$ cat src/rtl/data_reg_mb_if.sv
// Bundle between the data register and its datapath/memory neighbours.
// Master drives the load requests and memory beats; slave is the register.
interface data_reg_mb_if #(
    parameter int BUS_W = 8,
    parameter int BEATS = 2
);
    localparam int DATA_W = BUS_W * BEATS;
    localparam int BEAT_W = (BEATS > 1) ? $clog2(BEATS) : 1;

    logic              load_alu;
    logic              load_mem;
    logic [DATA_W-1:0] from_ALU;
    logic [BUS_W-1:0]  mem_bus;
    logic              mem_ack;
    logic              mem_req;
    logic [BEAT_W-1:0] mem_beat;
    logic [DATA_W-1:0] data;
    logic              busy;
    logic              done;
    logic              err;

    modport master (
        output load_alu, load_mem, from_ALU, mem_bus, mem_ack,
        input  mem_req, mem_beat, data, busy, done, err
    );

    modport slave (
        input  load_alu, load_mem, from_ALU, mem_bus, mem_ack,
        output mem_req, mem_beat, data, busy, done, err
    );
endinterface

$ cat src/rtl/data_reg_mb.sv
// Data register: one-cycle ALU load or multi-beat memory fetch, atomic update.
// Latency: ALU load 1 edge; fetch BEATS edges after load_mem with ack held high.
// Backpressure: memory stalls via mem_ack=0 up to TIMEOUT cycles per beat; loads ignored while busy.
module data_reg_mb #(
    parameter int BUS_W   = 8,
    parameter int BEATS   = 2,
    parameter int TIMEOUT = 15
) (
    input  logic         clk,
    input  logic         rst,
    data_reg_mb_if.slave bus
);
    localparam int DATA_W = BUS_W * BEATS;
    localparam int BEAT_W = (BEATS > 1) ? $clog2(BEATS) : 1;
    localparam int CNT_W  = $clog2(TIMEOUT + 1);

    typedef enum logic {IDLE, FETCH} state_t;

    state_t            state_q, state_d;
    logic [DATA_W-1:0] data_q, data_d;
    logic [DATA_W-1:0] buf_q, buf_d;
    logic [CNT_W-1:0]  wait_q, wait_d;
    logic [BEAT_W-1:0] beat_q, beat_d;
    logic              req_q, req_d;
    logic              done_q, done_d;
    logic              err_q, err_d;

    // The processor clocks its datapath state on the falling edge.
    always_ff @(negedge clk) begin
        if (rst) begin
            state_q <= IDLE;
            data_q  <= '0;
            buf_q   <= '0;
            wait_q  <= '0;
            beat_q  <= '0;
            req_q   <= 1'b0;
            done_q  <= 1'b0;
            err_q   <= 1'b0;
        end else begin
            state_q <= state_d;
            data_q  <= data_d;
            buf_q   <= buf_d;
            wait_q  <= wait_d;
            beat_q  <= beat_d;
            req_q   <= req_d;
            done_q  <= done_d;
            err_q   <= err_d;
        end
    end

    always_comb begin
        state_d = state_q;
        data_d  = data_q;
        buf_d   = buf_q;
        wait_d  = wait_q;
        beat_d  = beat_q;
        req_d   = req_q;
        done_d  = 1'b0;
        err_d   = 1'b0;

        case (state_q)
            IDLE: begin
                if (bus.load_alu) begin
                    data_d = bus.from_ALU;
                    done_d = 1'b1;
                end else if (bus.load_mem) begin
                    state_d = FETCH;
                    req_d   = 1'b1;
                    beat_d  = '0;
                    wait_d  = '0;
                    buf_d   = '0;
                end
            end
            FETCH: begin
                if (bus.mem_ack) begin
                    buf_d[beat_q*BUS_W +: BUS_W] = bus.mem_bus;
                    wait_d = '0;
                    if (beat_q == BEAT_W'(BEATS - 1)) begin
                        // Commit the whole word at once, final beat included.
                        data_d  = buf_d;
                        done_d  = 1'b1;
                        req_d   = 1'b0;
                        beat_d  = '0;
                        state_d = IDLE;
                    end else begin
                        beat_d = beat_q + BEAT_W'(1);
                    end
                end else if (wait_q + CNT_W'(1) == CNT_W'(TIMEOUT)) begin
                    err_d   = 1'b1;
                    req_d   = 1'b0;
                    beat_d  = '0;
                    wait_d  = '0;
                    state_d = IDLE;
                end else begin
                    wait_d = wait_q + CNT_W'(1);
                end
            end
            default: state_d = IDLE;
        endcase
    end

    assign bus.data     = data_q;
    assign bus.mem_req  = req_q;
    assign bus.mem_beat = beat_q;
    assign bus.done     = done_q;
    assign bus.err      = err_q;
    assign bus.busy     = (state_q != IDLE);
endmodule

$ cat src/flat_wrapper.sv
// flat-port wrapper written by rule: the top's interface ports become plain ports
module data_reg_mb_flat 
#(
    parameter int BUS_W   = 8,
    parameter int BEATS   = 2,
    parameter int TIMEOUT = 15
)
  (clk, rst, bus_load_alu, bus_load_mem, bus_from_ALU, bus_mem_bus, bus_mem_ack, bus_mem_req, bus_mem_beat, bus_data, bus_busy, bus_done, bus_err);
  data_reg_mb_if #(.BUS_W(BUS_W), .BEATS(BEATS)) bus_i ();
  input  logic clk;
  input  logic rst;
  input wire logic [$bits(bus_i.load_alu)-1:0] bus_load_alu;
  input wire logic [$bits(bus_i.load_mem)-1:0] bus_load_mem;
  input wire logic [$bits(bus_i.from_ALU)-1:0] bus_from_ALU;
  input wire logic [$bits(bus_i.mem_bus)-1:0] bus_mem_bus;
  input wire logic [$bits(bus_i.mem_ack)-1:0] bus_mem_ack;
  output wire logic [$bits(bus_i.mem_req)-1:0] bus_mem_req;
  output wire logic [$bits(bus_i.mem_beat)-1:0] bus_mem_beat;
  output wire logic [$bits(bus_i.data)-1:0] bus_data;
  output wire logic [$bits(bus_i.busy)-1:0] bus_busy;
  output wire logic [$bits(bus_i.done)-1:0] bus_done;
  output wire logic [$bits(bus_i.err)-1:0] bus_err;
  assign bus_i.load_alu = bus_load_alu;
  assign bus_i.load_mem = bus_load_mem;
  assign bus_i.from_ALU = bus_from_ALU;
  assign bus_i.mem_bus = bus_mem_bus;
  assign bus_i.mem_ack = bus_mem_ack;
  assign bus_mem_req = bus_i.mem_req;
  assign bus_mem_beat = bus_i.mem_beat;
  assign bus_data = bus_i.data;
  assign bus_busy = bus_i.busy;
  assign bus_done = bus_i.done;
  assign bus_err = bus_i.err;
  data_reg_mb #(.BUS_W(BUS_W), .BEATS(BEATS), .TIMEOUT(TIMEOUT)) u_core (.clk(clk), .rst(rst), .bus(bus_i));
endmodule
$ cat config.mk
export PLATFORM = sky130hd
export DESIGN_NAME = data_reg_mb_flat
export DESIGN_NICKNAME = d
export VERILOG_FILES = /design/src/rtl/data_reg_mb_if.sv /design/src/rtl/data_reg_mb.sv /design/src/flat_wrapper.sv
export SDC_FILE = /design/constraint.sdc
export NUM_CORES = 1
export LEC_CHECK = 0
export BUFFER_PORTS_ARGS = -buffer_cell sky130_fd_sc_hd__buf_2
export CAP_MARGIN = 30
export CORE_MARGIN = 2
export CORE_UTILIZATION = 52
export DETAILED_ROUTE_END_ITERATION = 8
export PLACE_DENSITY_LB_ADDON = 0.2
export SLEW_MARGIN = 10
export SYNTH_ARGS = -nofsm -noshare
export SYNTH_HDL_FRONTEND = slang
export SYNTH_SLANG_ARGS = --single-unit
$ cat constraint.sdc
create_clock -name clk -period 1.6 [get_ports clk]
set_input_delay 0.32 -clock clk [delete_from_list [all_inputs] [get_ports clk]]
set_output_delay 0.32 -clock clk [all_outputs]
set_load 0.005 [all_outputs]
Word-level counts from Yosys, hierarchy flattened
Index checks and enable logic that the tools add are counted.

word-level totals
  register bits after elaboration = 41
  input bits = 29
  word-level logic and storage cells = 64

operators by class
  $add $sub $neg = 3
  eq/ne operators = 8
  shifts and indexed selects = 2
  mux-type cells = 36
  bitwise gates (word level) = 1
  reductions and logical operators = 6

operators by type and width
  operator                                                                 count
  16-bit two-way mux                                                       6
  16-bit one-hot mux with 2 select lines                                   2
  4-bit negator with 34-bit output                                         1
  8-bit by 34-bit variable shift with 16-bit output, first input constant  1
  8-bit by 34-bit variable part select with 16-bit output                  1
  1-bit two-way mux                                                        18
  16-bit bitwise mux                                                       1
  4-bit two-way mux                                                        4
  2-bit != test, second input constant                                     5
  3-bit AND reduction                                                      3
  1-bit one-hot mux with 2 select lines                                    4
  4-bit one-hot mux with 2 select lines                                    1
  3-bit != test, second input constant                                     2
  4-bit by 1-bit adder with 4-bit output, second input constant            1
  4-bit equality test, second input constant                               1
  4-bit AND reduction                                                      1
  3-bit OR reduction                                                       1
  2-bit AND reduction                                                      1
  1-bit adder, second input constant                                       1
  1-bit NOT                                                                1

Depth between registers and ports, before layout
  word-level depth = 6
  mapped depth = 6
  mapped depth without buffers = 6

==> impl_metrics.json <==
{
  "die_h_um": 65.9,
  "postSynthAreaPerCell_um2": 9.22,
  "layout.nets": 358,
  "synth_warnings": 0,
  "synth_mux_area_frac": 0.0805,
  "clock_sinks": 41,
  "vdd_ir_drop_max_v": 0.000907,
  "grt_start_max_net_pins": 33,
  "crit_arrival_ns": 1.59,
  "power_density_mw_per_mm2": 919,
  "ys_async_sr_fraction": 0,
  "ys_ff_latch": 41,
  "vias_per_cell": 5.33,
  "setup_violations": 43,
  "max_slew_margin": 0.782,
  "grt_pass1_wl_um": 8290,
  "r2r_start": "u_core.bus.mem_beat",
  "clockBufferDepth": 2,
  "die_area_mm2": 0.00434,
  "ant_nets": 0,
  "root_buffer": "clkbuf_8",
  "power_leakage_nw": 1.27,
  "routed_wirelength_um": 5280,
  "insertion_delay_ns": 0.37,
  "slew_violations": 0,
  "r2r_slack_ns": 0.12,
  "drive_gt1_frac": 0.489,
  "hold_start": "u_core.bus.data[2]",
  "hold_path_depth": 2,
  "dr.pass1.iters": 4,
  "hold_buffers": 0,
  "rsz0062_at_grt": "true",
  "worst-r2r-cell-count": 5,
  "violations": "setup timing",
  "numCtsBuffers": 5,
  "io_buffer_count": 49,
  "dp_slack_ns": -0.502,
  "fp.dieW_um": 65.9,
  "critical_path_required_ns": 1.28,
  "gp_congestion": 0.788,
  "yosysSeqAreaShare": 0.412,
  "gr-usage-all-layers": 0.248,
  "synth_compound_area_frac": 0.258,
  "clk_pin_slew_ns": 0.04,
  "grt_pass1_vias": 2011,
  "num_vias": 2000,
  "setup_ws_ns": -0.315,
  "synthesis.nets": 247,
  "num_io_pins": 50,
  "syn_inst": 216,
  "synth_adder_area_share": 0.0126,
  "hold_class": "flop to flop",
  "fin_skew_ns": 0.0255,
  "hold_ws_ns": 0.453,
  "worstMarginPinSlew_ns": 0.327,
  "diodes": 0,
  "synth_flop_cell": "dfxtp_1",
  "wl_per_cell_um": 14.1,
  "worstHoldEndpoint": "u_core.bus.data[2]",
  "path_buf_inv": 1,
  "gr-total-overflow": 0,
  "slowest_stage": "dfxtp_2",
  "syn_area_mm2": 0.00199,
  "start_kind": "flop",
  "drc_errors": 0,
  "worst-path-max-fanout": 2,
  "cp-end-kind": "output pin",
  "status": "finished, violations left",
  "htreeDepth": 2,
  "crit_type": "flop to output pin",
  "synth_simple_gate_area_frac": 0.179,
  "path_cells": "buf_6",
  "antenna_found_initial": 0,
  "drt_iter0_markers": 85,
  "synth_edf_count": 0,
  "yosys.area_share.xor_xnor": 0.00440,
  "synth_top_family_by_area": "compound AO/OA/AOI/OAI gates",
  "num_rows": 22,
  "start_util": 0.544,
  "critPathTopFamily": "flip-flops",
  "max_stage_delay_ns": 0.34,
  "cts_tree": "yes",
  "hold_viol": 0,
  "worstReg2RegEnd": "u_core.buf_q[6]",
  "place_hpwl_um": 3310,
  "core_mm2": 0.00366,
  "cap_viol_max_count": 0,
  "syn_to_final_growth_pct": 47.6,
  "synthDistinctLibCells": 39
}
-- sequential cells by signal, summed over array words and instances (netlist names) --
signal,flops
u_core.buf_q,16
u_core.bus.done,1
u_core.bus.mem_req,1
u_core.bus.data,16
u_core.bus.mem_beat,1
u_core.bus.busy,1
u_core.bus.err,1
u_core.wait_q,4
-- worst reg2reg max path: cells and delay by family, from the launching register on --
kind | cells | cell delay, ns
simple gates | 3 | 0.68
flops | 1 | 0.32
buf+inv | 1 | 0.31
compound gates | 1 | 0.10
-- power breakdown --
part | switching [mW] | internal, mW | total (mW) | leakage [nW]
registers | 0.0305 | 1.09 | 1.12 | 0.341
clock network | 0.650 | 0.432 | 1.08 | 0.259
logic | 0.254 | 0.249 | 0.502 | 0.672
total | 0.934 | 1.77 | 2.70 | 1.27
-- how the worst max path moves through the flow --
stage / from / end / slack (ns) / cells past startpoint
global placement: bus_load_alu / u_core.buf_q[12] / -0.42 / 6
finish: u_core.bus.data[14] / bus_data[14] / -0.31 / 1
global route: u_core.bus.mem_req / bus_mem_req / -0.35 / 1
detailed placement: bus_load_alu / u_core.buf_q[13] / -0.50 / 6
floorplan: bus_mem_ack / u_core.bus.data[7] / -0.36 / 6
CTS: u_core.bus.data[5] / bus_data[5] / -0.32 / 1
-- cells in the final DEF (no fill, tap or decap), types with 2 or more instances in the layout --
cell type  netlist  final
a21o_4           1      2
a21oi_1         11      5
a21oi_2         10     16
a22oi_1         16      2
a22oi_2          0     14
buf_12           0      3
buf_2            6     38
buf_4            2     24
buf_6            3     11
clkbuf_8         0      5
dfxtp_1         41     22
dfxtp_2          0     19
ha_1             2      2
inv_1            4     44
mux2i_1         16     16
nand2_1         27     27
nand2_2          9      9
nor2_1          21     18
nor2_2           1      2
nor2_4           1      3
o211ai_1        16     16
o21ai_1          3      3
-- Yosys cell counts (2+ instances only) --
cell / number / area [um2]
a21oi_1: 11 / 55.1
a21oi_2: 10 / 87.6
a22oi_1: 16 / 120
and3b_1: 2 / 17.5
buf_2: 6 / 30.0
buf_4: 2 / 15.0
buf_6: 3 / 33.8
clkbuf_1: 2 / 7.51
dfxtp_1: 41 / 821
ha_1: 2 / 25.0
inv_1: 4 / 15.0
mux2i_1: 16 / 160
nand2_1: 27 / 101
nand2_2: 9 / 56.3
nand2b_1: 2 / 12.5
nand3_1: 2 / 10.0
nor2_1: 21 / 78.8
nor2b_1: 2 / 12.5
o211ai_1: 16 / 120
o21ai_1: 3 / 15.0
-- per-stage QoR --
step	total power, mW	instances	instance area (um2)	utilization	setup TNS (ns)
finish	2.70	375	2940	0.802	-6.66
global route	2.91	375	2940	0.802	-8.15
CTS	2.68	375	2830	0.773	-7.00
detailed placement	1.70	323	2470	0.674	-15.95
global placement	1.70	323	2470	0.674	-15.19
floorplan	1.54	216	2050	-	-8.72
-- timing repair --
item                                    4_1_cts  5_1_grt
gates cloned                                  1        0
pin swaps                                     7       13
resized for setup                            33       22
setup buffers                                 5        0
endpoints found under the setup margin       53       54
hold endpoints to repair                      0        0
-- layout make-up --
cell class              instances  area, um2
multi-input cells             158       1220
flip-flops and latches         41        845
fillers                       231        723
repair buffers                 77        569
clock inverters                43        168
clock buffers                   5       68.8
well taps                      48       60.1
inverters                       3       11.3
-- kinds of logic (layout without fill, tap and decap cells) --
| kind of cell | after synthesis | in the layout |
|---|---|---|
| AO/OA/AOI/OAI | 66 | 67 |
| XOR/XNOR | 1 | 1 |
| adder cells (fa/ha/maj) | 2 | 2 |
| buffers and inverters | 18 | 128 |
| flip-flops | 41 | 41 |
| multiplexers | 16 | 16 |
| AND/OR/NAND/NOR | 72 | 72 |
-- metal layers --
layer / track usage / routed length (um)
met1: 0.299 / 2400
met3: 0.0835 / 244
met4: 0.122 / 70
met2: 0.393 / 2570
met5: 0 / 0
Note: power is estimated with default switching activity, not from simulation.
